--- config.mk ---
export PLATFORM = sky130hd
export DESIGN_NAME = enemy_sprite_engine
export DESIGN_NICKNAME = d
export VERILOG_FILES = /design/src/rtl/enemy_sprite_engine.sv
export SDC_FILE = /design/constraint.sdc
export NUM_CORES = 1
export LEC_CHECK = 0
export ABC_CLOCK_PERIOD_IN_PS = 2900
export CAP_MARGIN = 20
export CORE_AREA = 2 2 169 171
export DETAILED_ROUTE_END_ITERATION = 10
export DIE_AREA = 0 0 171 173
export PLACE_DENSITY_LB_ADDON = 0.05
export SYNTH_ARGS = -nofsm -noshare
export SYNTH_HDL_FRONTEND = slang
export SYNTH_SLANG_ARGS = --single-unit
--- constraint.sdc ---
create_clock -name Clk -period 2.9 [get_ports Clk]
set_clock_uncertainty 0.2 [all_clocks]
set_input_delay 0.435 -clock Clk [delete_from_list [all_inputs] [get_ports Clk]]
set_output_delay 0.435 -clock Clk [all_outputs]
set_load 0.05 [all_outputs]
--- src/rtl/enemy_sprite_engine.sv ---
// Enemy sprite lookup stage: frame-latched state, walk animation, 3-cycle ROM pipeline.
// Optional hit flash enabled by defining ENEMY_HIT_FLASH_EN.
module enemy_sprite_engine #(
  parameter int ENEMY_NUM    = 4,
  parameter int SPR_W        = 32,
  parameter int SPR_H        = 32,
  parameter int ANIM_FRAMES  = 4,
  parameter int ANIM_DIV     = 8,
  parameter int FLASH_FRAMES = 6,
  localparam int CW = $clog2(SPR_W),
  localparam int RW = $clog2(SPR_H),
  localparam int FW = $clog2(ANIM_FRAMES),
  localparam int DW = $clog2(ANIM_DIV),
  localparam int AW = 2 + FW + RW + CW
) (
  input  logic                           Clk,
  input  logic                           Reset_n,
  input  logic                           frame_start,
  input  logic                           pix_valid,
  input  logic [9:0]                     DrawX,
  input  logic [9:0]                     DrawY,
  input  logic [ENEMY_NUM-1:0]           enemy_alive,
  input  logic [ENEMY_NUM-1:0][9:0]      enemy_x,
  input  logic [ENEMY_NUM-1:0][9:0]      enemy_y,
  input  logic [ENEMY_NUM-1:0][1:0]      enemy_dir,
  input  logic [ENEMY_NUM-1:0]           enemy_moving,
  input  logic [ENEMY_NUM-1:0]           enemy_hit,
  output logic [ENEMY_NUM-1:0][AW-1:0]   spr_rom_addr,
  input  logic [ENEMY_NUM-1:0][4:0]      spr_rom_data,
  output logic                           out_valid,
  output logic [ENEMY_NUM-1:0]           is_enemy,
  output logic [ENEMY_NUM-1:0][4:0]      enemy_index
);

  logic [ENEMY_NUM-1:0]         alive_q;
  logic [ENEMY_NUM-1:0][9:0]    x_q, y_q;
  logic [ENEMY_NUM-1:0][1:0]    dir_q;
  logic [ENEMY_NUM-1:0][DW-1:0] div_q;
  logic [ENEMY_NUM-1:0][FW-1:0] anim_q;

  logic [ENEMY_NUM-1:0]         in0_q, in1_q;
  logic                         v0_q, v1_q;
  logic [ENEMY_NUM-1:0]         in_d;
  logic [ENEMY_NUM-1:0][AW-1:0] addr_d;
  logic [ENEMY_NUM-1:0][9:0]    col_w, row_w;
  logic [ENEMY_NUM-1:0][4:0]    idx_d;
  logic [ENEMY_NUM-1:0]         flash1_q;

  // Shadow copy of enemy state, refreshed only at frame start
  always_ff @(posedge Clk or negedge Reset_n) begin
    if (!Reset_n) begin
      alive_q <= '0;
      x_q     <= '0;
      y_q     <= '0;
      dir_q   <= '0;
    end else if (frame_start) begin
      alive_q <= enemy_alive;
      x_q     <= enemy_x;
      y_q     <= enemy_y;
      dir_q   <= enemy_dir;
    end
  end

  // Walk animation: divide frame pulses, step frame while moving
  always_ff @(posedge Clk or negedge Reset_n) begin
    if (!Reset_n) begin
      div_q  <= '0;
      anim_q <= '0;
    end else if (frame_start) begin
      for (int i = 0; i < ENEMY_NUM; i++) begin
        if (!alive_q[i] || !enemy_moving[i]) begin
          div_q[i]  <= '0;
          anim_q[i] <= '0;
        end else if (div_q[i] == DW'(ANIM_DIV - 1)) begin
          div_q[i]  <= '0;
          anim_q[i] <= anim_q[i] + 1'b1;
        end else begin
          div_q[i] <= div_q[i] + 1'b1;
        end
      end
    end
  end

  // Box test in 11 bits so x+SPR_W cannot wrap; build ROM address
  always_comb begin
    in_d   = '0;
    addr_d = '0;
    col_w  = '0;
    row_w  = '0;
    for (int i = 0; i < ENEMY_NUM; i++) begin
      col_w[i] = DrawX - x_q[i];
      row_w[i] = DrawY - y_q[i];
      in_d[i]  = pix_valid & alive_q[i]
               & ({1'b0, DrawX} >= {1'b0, x_q[i]})
               & ({1'b0, DrawX} <  {1'b0, x_q[i]} + 11'(SPR_W))
               & ({1'b0, DrawY} >= {1'b0, y_q[i]})
               & ({1'b0, DrawY} <  {1'b0, y_q[i]} + 11'(SPR_H));
      if (in_d[i])
        addr_d[i] = {dir_q[i], anim_q[i],
                     row_w[i][RW-1:0], col_w[i][CW-1:0]};
    end
  end

  // E0/E1 pipeline registers; ROM sits between E1 and E2
  always_ff @(posedge Clk or negedge Reset_n) begin
    if (!Reset_n) begin
      spr_rom_addr <= '0;
      in0_q        <= '0;
      v0_q         <= 1'b0;
      in1_q        <= '0;
      v1_q         <= 1'b0;
    end else begin
      spr_rom_addr <= addr_d;
      in0_q        <= in_d;
      v0_q         <= pix_valid;
      in1_q        <= in0_q;
      v1_q         <= v0_q;
    end
  end

`ifdef ENEMY_HIT_FLASH_EN
  localparam int FCW = $clog2(FLASH_FRAMES + 1);
  logic [ENEMY_NUM-1:0][FCW-1:0] flash_q;
  logic [ENEMY_NUM-1:0]          flash0_q;

  // Flash countdown; a hit reloads and beats a same-edge decrement
  always_ff @(posedge Clk or negedge Reset_n) begin
    if (!Reset_n) begin
      flash_q <= '0;
    end else begin
      for (int i = 0; i < ENEMY_NUM; i++) begin
        if (enemy_hit[i])
          flash_q[i] <= FCW'(FLASH_FRAMES);
        else if (frame_start && flash_q[i] != '0)
          flash_q[i] <= flash_q[i] - 1'b1;
      end
    end
  end

  // Flash state travels with the pixel it was sampled for
  always_ff @(posedge Clk or negedge Reset_n) begin
    if (!Reset_n) begin
      flash0_q <= '0;
      flash1_q <= '0;
    end else begin
      for (int i = 0; i < ENEMY_NUM; i++)
        flash0_q[i] <= (flash_q[i] != '0);
      flash1_q <= flash0_q;
    end
  end
`else
  logic unused_hit;
  assign unused_hit = ^enemy_hit;
  assign flash1_q   = '0;
`endif

  // Mask ROM data outside the box; flashing slots show white
  always_comb begin
    idx_d = '0;
    for (int i = 0; i < ENEMY_NUM; i++) begin
      if (in1_q[i])
        idx_d[i] = spr_rom_data[i];
      if (flash1_q[i] && idx_d[i] != 5'd0)
        idx_d[i] = 5'd2;
    end
  end

  // E2 output register
  always_ff @(posedge Clk or negedge Reset_n) begin
    if (!Reset_n) begin
      out_valid   <= 1'b0;
      is_enemy    <= '0;
      enemy_index <= '0;
    end else begin
      out_valid   <= v1_q;
      is_enemy    <= in1_q;
      enemy_index <= idx_d;
    end
  end

endmodule

# ---- Yosys cells after proc, flatten, opt, wreduce, memory -nomap -nowiden
# Cells that the tools add are included.
dict set report totals {
  reg_bits 203
  output_inout_bits 81
  inputBits 144
  wordCells 143
}
dict set report classes {
  addsub 24
  eq_ne 4
  n_reduce_logical 20
  n_lt_le_gt_ge 16
  n_bitwise 20
  mux 24
}
# op count
set ops {}
lappend ops {{$add 10x6->11 const B} 8}
lappend ops {{$lt 10x11->1} 8}
lappend ops {{$ge 10x10->1} 8}
lappend ops {{$mux 14} 4}
lappend ops {{$sub 5x5->5} 8}
lappend ops {{$mux 3} 8}
lappend ops {{$and 1x1->1} 20}
lappend ops {{$mux 5} 4}
lappend ops {{$mux 2} 8}
lappend ops {{$add 3x1->3 const B} 4}
lappend ops {{$eq 3x3->1 const B} 4}
lappend ops {{$add 2x1->2 const B} 4}
lappend ops {{$logic_not 1->1} 8}
lappend ops {{$reduce_and 2->1} 4}
lappend ops {{$reduce_bool 2->1} 4}
lappend ops {{$logic_or 1x1->1} 4}

# ---- Logic depth before layout (Yosys ltp)
# Gate-level depths: netlist (run 1).
dict set report depth {
  ltp_word 6
  depth_mapped 11
  depth_no_buf 11
}

# ---- Least setup slack after synthesis (run 1)
# No wires, ideal clock.
dict set report synth_timing {
  path_type {reg-to-reg}
  from {register y_q[35] (netlist name)}
  to {register spr_rom_addr[50] (netlist name)}
  path_slack_ns 0.142
  path_buffers 1
  stages_incl_launch_ff 12
  required_time_ns 2.631
  arrival_time_ns 2.490
  cell_sequence {dfrtp_1 ha_1 nand3_1 xnor2_1 ha_1 or2_2 nand4_1 a211oi_1 a211o_1 or4b_4 buf_6 nor2_2}
}
# element line_no
set synth_rtl {}
lappend synth_rtl {{from (decl)} 36} ;# logic [ENEMY_NUM-1:0][9:0] x_q, y_q;
lappend synth_rtl {{from (signal assigned)} 59} ;# y_q <= enemy_y;
lappend synth_rtl {{to (signal assigned)} 113} ;# spr_rom_addr <= addr_d;
lappend synth_rtl {{to (decl)} 28} ;# output logic [ENEMY_NUM-1:0][AW-1:0] spr_rom_addr,

==> flow_metrics.env, run 1 <==
export IMPL_cts_buffer_depth=3
export IMPL_synth_top_area_frac=0.462
export IMPL_min_period_over_period=0.997
export IMPL_drt_pass1_iterations=4
export IMPL_worst_setup_path_start_kind="flip-flop"
export IMPL_hold_depth=2
export IMPL_ir_worst_vdd_v=0.000340
export IMPL_cp_end_kind="flip-flop"
export IMPL_drc=0
export IMPL_track_usage=0.206
export IMPL_synth_flop_cell="dfrtp_1"
export IMPL_ys_warn_count=0
export IMPL_vias=8917
export IMPL_status="finished, final reports clean"
export IMPL_report_final_slew_viol_count=0
export IMPL_clock_sinks=203
export IMPL_dpl_hpwl_mm=23.4
export IMPL_drive_above_1_share=0.151
export IMPL_syn_nets=1380
export IMPL_ys_seq_elements=203
export IMPL_wire_per_inst_um=16.4
export IMPL_overflow=0
export IMPL_syn_area_per_cell_um2=10.1
export IMPL_area_growth_syn_to_layout_pct=41.5
export IMPL_final_util=0.563
export IMPL_nets=1734
export IMPL_critPathKind="flip-flop to flip-flop"
export IMPL_syn_area_um2=11000
export IMPL_synth_area_top_cells="dfrtp_1 (46%), ha_1 (15%), o21ai_0 (5.3%)"
export IMPL_die_height_um=173
export IMPL_pwr_density_cell_nw_per_um2=521
export IMPL_cts_buffers=25
export IMPL_hold_violations=0
export IMPL_grt_pass1_vias=9125
export IMPL_yosysSeqAreaShare=0.462
export IMPL_cp_required_ns=3.15
export IMPL_reg2regPathDepth=10
export IMPL_reg2reg_from="y_q[36]"
export IMPL_critPathMaxFanout=7
export IMPL_gp_congestion=0.838
export IMPL_min_to="x_q[18]"
export IMPL_grt_max_degree=75
export IMPL_min_delay_start="frame_start"
export IMPL_cts_htree_levels=1
export IMPL_clock_latency_ns=0.53
export IMPL_initialDrtViolationCount=474
export IMPL_relSlewSlack=0.636
export IMPL_numPortBuffers=220
export IMPL_num_io_pins=225
export IMPL_power_static_leakage_nw=7.42
export IMPL_syn_instance_count=1092
export IMPL_holdCritPathClass="input port to flip-flop"
export IMPL_grt_antenna_before_repair=0
export IMPL_reg2reg_slack_ns=0.01
export IMPL_fin_area_um2=15600
export IMPL_die_area_um2=29600
export IMPL_place_area_um2=14600
export IMPL_cp_arrival_ns=3.14
export IMPL_tightest_slew_ns=0.545
export IMPL_total_power_mw=8.10
export IMPL_fmax_mhz=346
export IMPL_yosysTopAreaCell="dfrtp_1"
export IMPL_root_buffer="clkbuf_16"
export IMPL_synth_edf_count=0
export IMPL_synthDistinctLibCells=52
export IMPL_drtAntennaViolNets=0
export IMPL_rsz0062_at_grt="true"
export IMPL_core_area_um2=27600
export IMPL_rows=61
export IMPL_layout_min_cycle_time_ns=2.89
export IMPL_antennaDiodeCount=0
export IMPL_reg2reg_to="spr_rom_addr[46]"
export IMPL_async_flop_share=1.00
export IMPL_start_util=0.398
export IMPL_clk_pin_slew_ns=0.06
export IMPL_max_cap_violations=0
export IMPL_vias_per_cell=4.84
export IMPL_cts_tree="done"
export IMPL_setup_viol=0
export IMPL_grt_first_pass_wirelength_mm=48.2
export IMPL_wl_mm=30.2
export IMPL_chipWidth_um=171
-- Yosys cell counts (all sizes together), types with 11 or more instances --
library cell / count
and3: 19
o21a: 17
dfrtp: 203
nor2: 49
xnor2: 37
nand4: 12
and2: 24
ha: 136
mux2: 14
a21oi: 38
a211oi: 11
inv: 114
clkbuf: 23
a21o: 19
nand3: 28
o21ai: 117
nand2: 123
-- power by group --
| group | leakage [nW] | switching (mW) | internal, mW |
|---|---|---|---|
| Clock | 0.409 | 1.24 | 1.88 |
| Sequential | 2.65 | 0.0944 | 2.98 |
| Combinational | 4.37 | 0.957 | 0.943 |
| Total | 7.42 | 2.30 | 5.80 |
-- final cells by class --
class	instances	area [µm²]
clock buffer	31	688
clock inverter	15	155
fill	2575	12100
inverter	114	428
multi-input combinational	749	5460
sequential	203	5080
tap	378	473
timing repair buffer	353	3270
-- placed cells by master, fill, tap and decap left out, drive strengths merged, types with 3 or more instances in the layout --
master / n
o31ai: 7
nand4: 12
clkinvlp: 3
o21a: 17
buf: 133
o2bb2ai: 8
nor2: 49
clkinv: 9
nor3: 5
and3b: 4
a31o: 4
and2: 24
a21o: 19
inv: 115
and3: 19
o21ai: 117
o211ai: 10
ha: 136
xor2: 7
a2111oi: 5
xnor2: 37
nand2b: 4
nand3: 28
nand2: 123
a21oi: 38
a211oi: 11
dfrtp: 203
fa: 8
mux2: 14
a31oi: 4
clkbuf: 32
nor2b: 10
clkdlybuf4s50: 218
-- repair_timing --
item                                   in CTS  in global routing
gates resized for setup                     9                 12
pin swaps                                  10                 11
buffers inserted                            2                  1
endpoints found under the hold margin      52                  0
hold buffers                                1                  0
setup endpoints to repair                  13                 43
gates cloned                                1                  0
-- logic make-up (layout without fill, tap and decap cells) --
logic type	after synthesis	after routing	share of synthesized area
xor gates and xnor gates	44	44	0.0351
DFF	203	203	0.462
adders and majority gates	144	144	0.169
AOI/OAI and AO/OA	259	259	0.145
muxes	14	14	0.0143
buffers and inverters	141	513	0.0488
and+or+nand+nor	287	288	0.125
-- critical path, cell delays in order (launching register included) --
cell	delay (ns)
dfrtp_1	0.36
ha_2	0.21
nand3_2	0.09
xnor2_2	0.14
ha_1	0.27
or2_4	0.23
nand4_1	0.10
a211oi_2	0.04
a211o_1	0.35
or4b_4	0.67
a21oi_2	0.15
-- worst max-delay path by stage --
stage	from	cells after the start	slack, ns	end
global placement	DrawX[4]	10	-0.51	spr_rom_addr[1]
floorplan	y_q[35]	11	0.14	spr_rom_addr[50]
CTS	y_q[36]	9	-0.03	spr_rom_addr[46]
finish	y_q[36]	10	0.01	spr_rom_addr[46]
global route	y_q[35]	10	-0.07	spr_rom_addr[46]
detailed placement	DrawX[7]	11	-0.50	spr_rom_addr[11]
-- flip-flops by register name (all words and copies together) (netlist names) --
| register | flops |
|---|---|
| dir_q | 8 |
| out_valid | 1 |
| v1_q | 1 |
| enemy_index | 20 |
| is_enemy | 4 |
| x_q | 40 |
| alive_q | 4 |
| in1_q | 4 |
| spr_rom_addr | 56 |
| anim_q | 8 |
| v0_q | 1 |
| div_q | 12 |
| y_q | 40 |
| in0_q | 4 |
-- routing by layer --
layer	global-route usage	vias up	routed length (µm)
met2	0.348	207	14100
li1	-	4483	-
met5	0	-	0
met3	0.0293	46	1360
met1	0.280	4181	13900
met4	0.0494	0	796
-- metrics by stage --
| step | TNS, ns | worst slack [ns] | instances | hold slack (ns) |
|---|---|---|---|---|
| after detailed placement | -21.54 | -0.499 | 1792 | 0.136 |
| after global placement | -21.53 | -0.507 | 1792 | 0.132 |
| after global routing | -0.629 | -0.0735 | 1843 | 0.154 |
| after CTS | -0.139 | -0.0321 | 1842 | 0.137 |
| final | 0 | 0.00967 | 1843 | 0.145 |
| after floorplan | 0 | 0.142 | 1092 | -0.0606 |
No activity file was read; power rests on OpenSTA's default activity.
==> inputs of run 2 (changes only) <==
Settings changed: CORE_AREA 2 2 169 171 to 2 2 160 162, DIE_AREA 0 0 171 173 to 0 0 162 164.
==> run 2 against run 1 <==
  * Global-route usage rose by 1.7 points
  * Non-clock buffer count fell by 8
  * Maximum frequency rose by 1.2%
  * Power fell by 3.9%
  * Design area fell by 1.4%
  * Highest routed layer unchanged
==> flow_metrics.env, run 2 (synthesis gave the netlist of run 1 again) <==
export IMPL_wire_per_inst_um=16.4
export IMPL_largest_register_ffs=56
export IMPL_rows=58
export IMPL_ir_worst_vdd_v=0.000414
export IMPL_reg2reg_from="y_q[36]"
export IMPL_relSlewSlack=0.530
export IMPL_min_delay_start="frame_start"
export IMPL_reg2reg_slack_ns=0.05
export IMPL_tightest_slew_ns=0.704
export IMPL_total_power_mw=7.79
export IMPL_die_area_um2=26600
export IMPL_cts_buffer_depth=3
export IMPL_cp_required_ns=3.15
export IMPL_worst_setup_path_start_kind="flip-flop"
export IMPL_fmax_mhz=350
export IMPL_grtUsageMet1=0.301
export IMPL_min_period_over_period=0.984
export IMPL_min_to="x_q[16]"
export IMPL_regMostFlops="spr_rom_addr"
export IMPL_cts_tree="done"
export IMPL_num_io_pins=225
export IMPL_numPortBuffers=220
export IMPL_holdCritPathClass="input port to flip-flop"
export IMPL_initialDrtViolationCount=487
export IMPL_grt_pass1_vias=9045
export IMPL_pwr_density_cell_nw_per_um2=507
export IMPL_vias=8950
export IMPL_final_util=0.618
export IMPL_clock_sinks=203
export IMPL_reg_largest_list="spr_rom_addr x56, x_q x40, y_q x40"
export IMPL_mostFrequentLayoutCell="clkdlybuf4s50_1"
export IMPL_dpl_hpwl_mm=22.6
export IMPL_grtUsageMet3=0.0343
export IMPL_fin_area_um2=15300
export IMPL_antennaDiodeCount=0
export IMPL_critPathMaxFanout=7
export IMPL_setup_viol=0
export IMPL_reg2reg_to="spr_rom_addr[46]"
export IMPL_cts_htree_levels=1
export IMPL_die_height_um=164
export IMPL_reg2regPathDepth=10
export IMPL_status="finished, final reports clean"
export IMPL_cp_arrival_ns=3.10
export IMPL_power_static_leakage_nw=7.35
export IMPL_root_buffer="clkbuf_16"
export IMPL_overflow=0
export IMPL_core_area_um2=24800
export IMPL_drt_pass1_iterations=7
export IMPL_layout_min_cycle_time_ns=2.85
export IMPL_gp_congestion=0.903
export IMPL_most_common_layout_cells="clkdlybuf4s50_1 (218), dfrtp_1 (203), ha_1 (134), nand2_1 (123), buf_4 (117)"
export IMPL_critPathKind="flip-flop to flip-flop"
export IMPL_drive_above_1_share=0.136
export IMPL_postCtsSetupBuffers=0
export IMPL_chipWidth_um=162
export IMPL_grt_antenna_before_repair=0
export IMPL_met2_usage=0.380
export IMPL_vias_per_cell=5.02
export IMPL_clock_latency_ns=0.52
export IMPL_report_final_slew_viol_count=0
export IMPL_cts_buffers=24
export IMPL_wl_mm=29.2
export IMPL_place_area_um2=14500
export IMPL_track_usage=0.223
export IMPL_drc=0
export IMPL_grt_first_pass_wirelength_mm=46.8
export IMPL_hold_depth=3
export IMPL_cp_end_kind="flip-flop"
export IMPL_rsz0062_at_grt="true"
export IMPL_busiest_layer="met2"
export IMPL_grt_max_degree=81
export IMPL_max_cap_violations=0
export IMPL_nets=1725
export IMPL_hold_violations=0
export IMPL_clk_pin_slew_ns=0.06
export IMPL_area_growth_syn_to_layout_pct=39.6
export IMPL_drtAntennaViolNets=0
export IMPL_whs_ns=0.117
export IMPL_start_util=0.443
[run 2: changes by cell type in the layout (fill, tap and decap cells not counted), sizes merged]
cell      change
clkinv        -5
bufinv        -1
inv           -1
clkbuf        +5
buf           -8
clkinvlp      -3
[run 2: area by class of cell]
class / count / area (µm²)
Multi-Input combinational cell: 749 / 5440
Tap cell: 330 / 413
Clock buffer: 36 / 687
Clock inverter: 5 / 50.0
Fill cell: 2150 / 9480
Timing Repair Buffer: 345 / 3240
Sequential cell: 203 / 5080
Inverter: 114 / 428
[run 2: layer usage]
layer  part of all wire  vias to the layer above
met5                  0                        -
met4              0.023                        0
met3              0.053                       37
met2               0.47                      231
met1               0.45                     4226
li1                   -                     4456
[run 2: metrics by stage]
step                      std cells  setup slack (ns)  TNS (ns)
final                          1782            0.0452         0
after global routing           1782           -0.0444    -0.362
after CTS                      1782           -0.0490    -0.420
after detailed placement       1739            -0.467    -20.14
after global placement         1739            -0.421    -19.24
after floorplan                1092             0.142         0
[run 2: power breakdown]
group,switching (mW),internal [mW]
clock network,1.12,1.71
logic,0.946,0.934
registers,0.0927,2.99
[run 2: worst max-delay path, cell delays in order (launching register included)]
cell	delay (ns)
dfrtp_1	0.38
ha_2	0.21
nand3_2	0.08
xnor2_1	0.13
ha_1	0.29
or2_4	0.23
nand4_1	0.08
a211oi_1	0.06
a211o_1	0.35
or4b_4	0.64
a21oi_2	0.14
[run 2: what timing repair did]
item | in CTS | in global routing
setup endpoints to repair | 13 | 28
pin swaps | 10 | 8
hold buffers | 1 | 0
gates resized for setup | 10 | 5
cloned | 1 | 0
hold endpoints to repair | 73 | 0
[run 2: how the worst max path moves through the flow]
stage / start / depth (start not counted) / to / slack (ns)
6_report: y_q[36] / 10 / spr_rom_addr[46] / 0.05
4_1_cts: y_q[36] / 9 / spr_rom_addr[49] / -0.05
3_5_place_dp: DrawX[0] / 13 / spr_rom_addr[6] / -0.47
3_3_place_gp: DrawX[0] / 13 / spr_rom_addr[6] / -0.42
2_1_floorplan: y_q[35] / 11 / spr_rom_addr[50] / 0.14
5_1_grt: y_q[36] / 10 / spr_rom_addr[55] / -0.04
==> inputs of run 3 (changes only) <==
Settings changed: CAP_MARGIN 20 to unset.
==> results of run 3 <==
No change in the layout: final DEF, timing and power equal those of run 2.
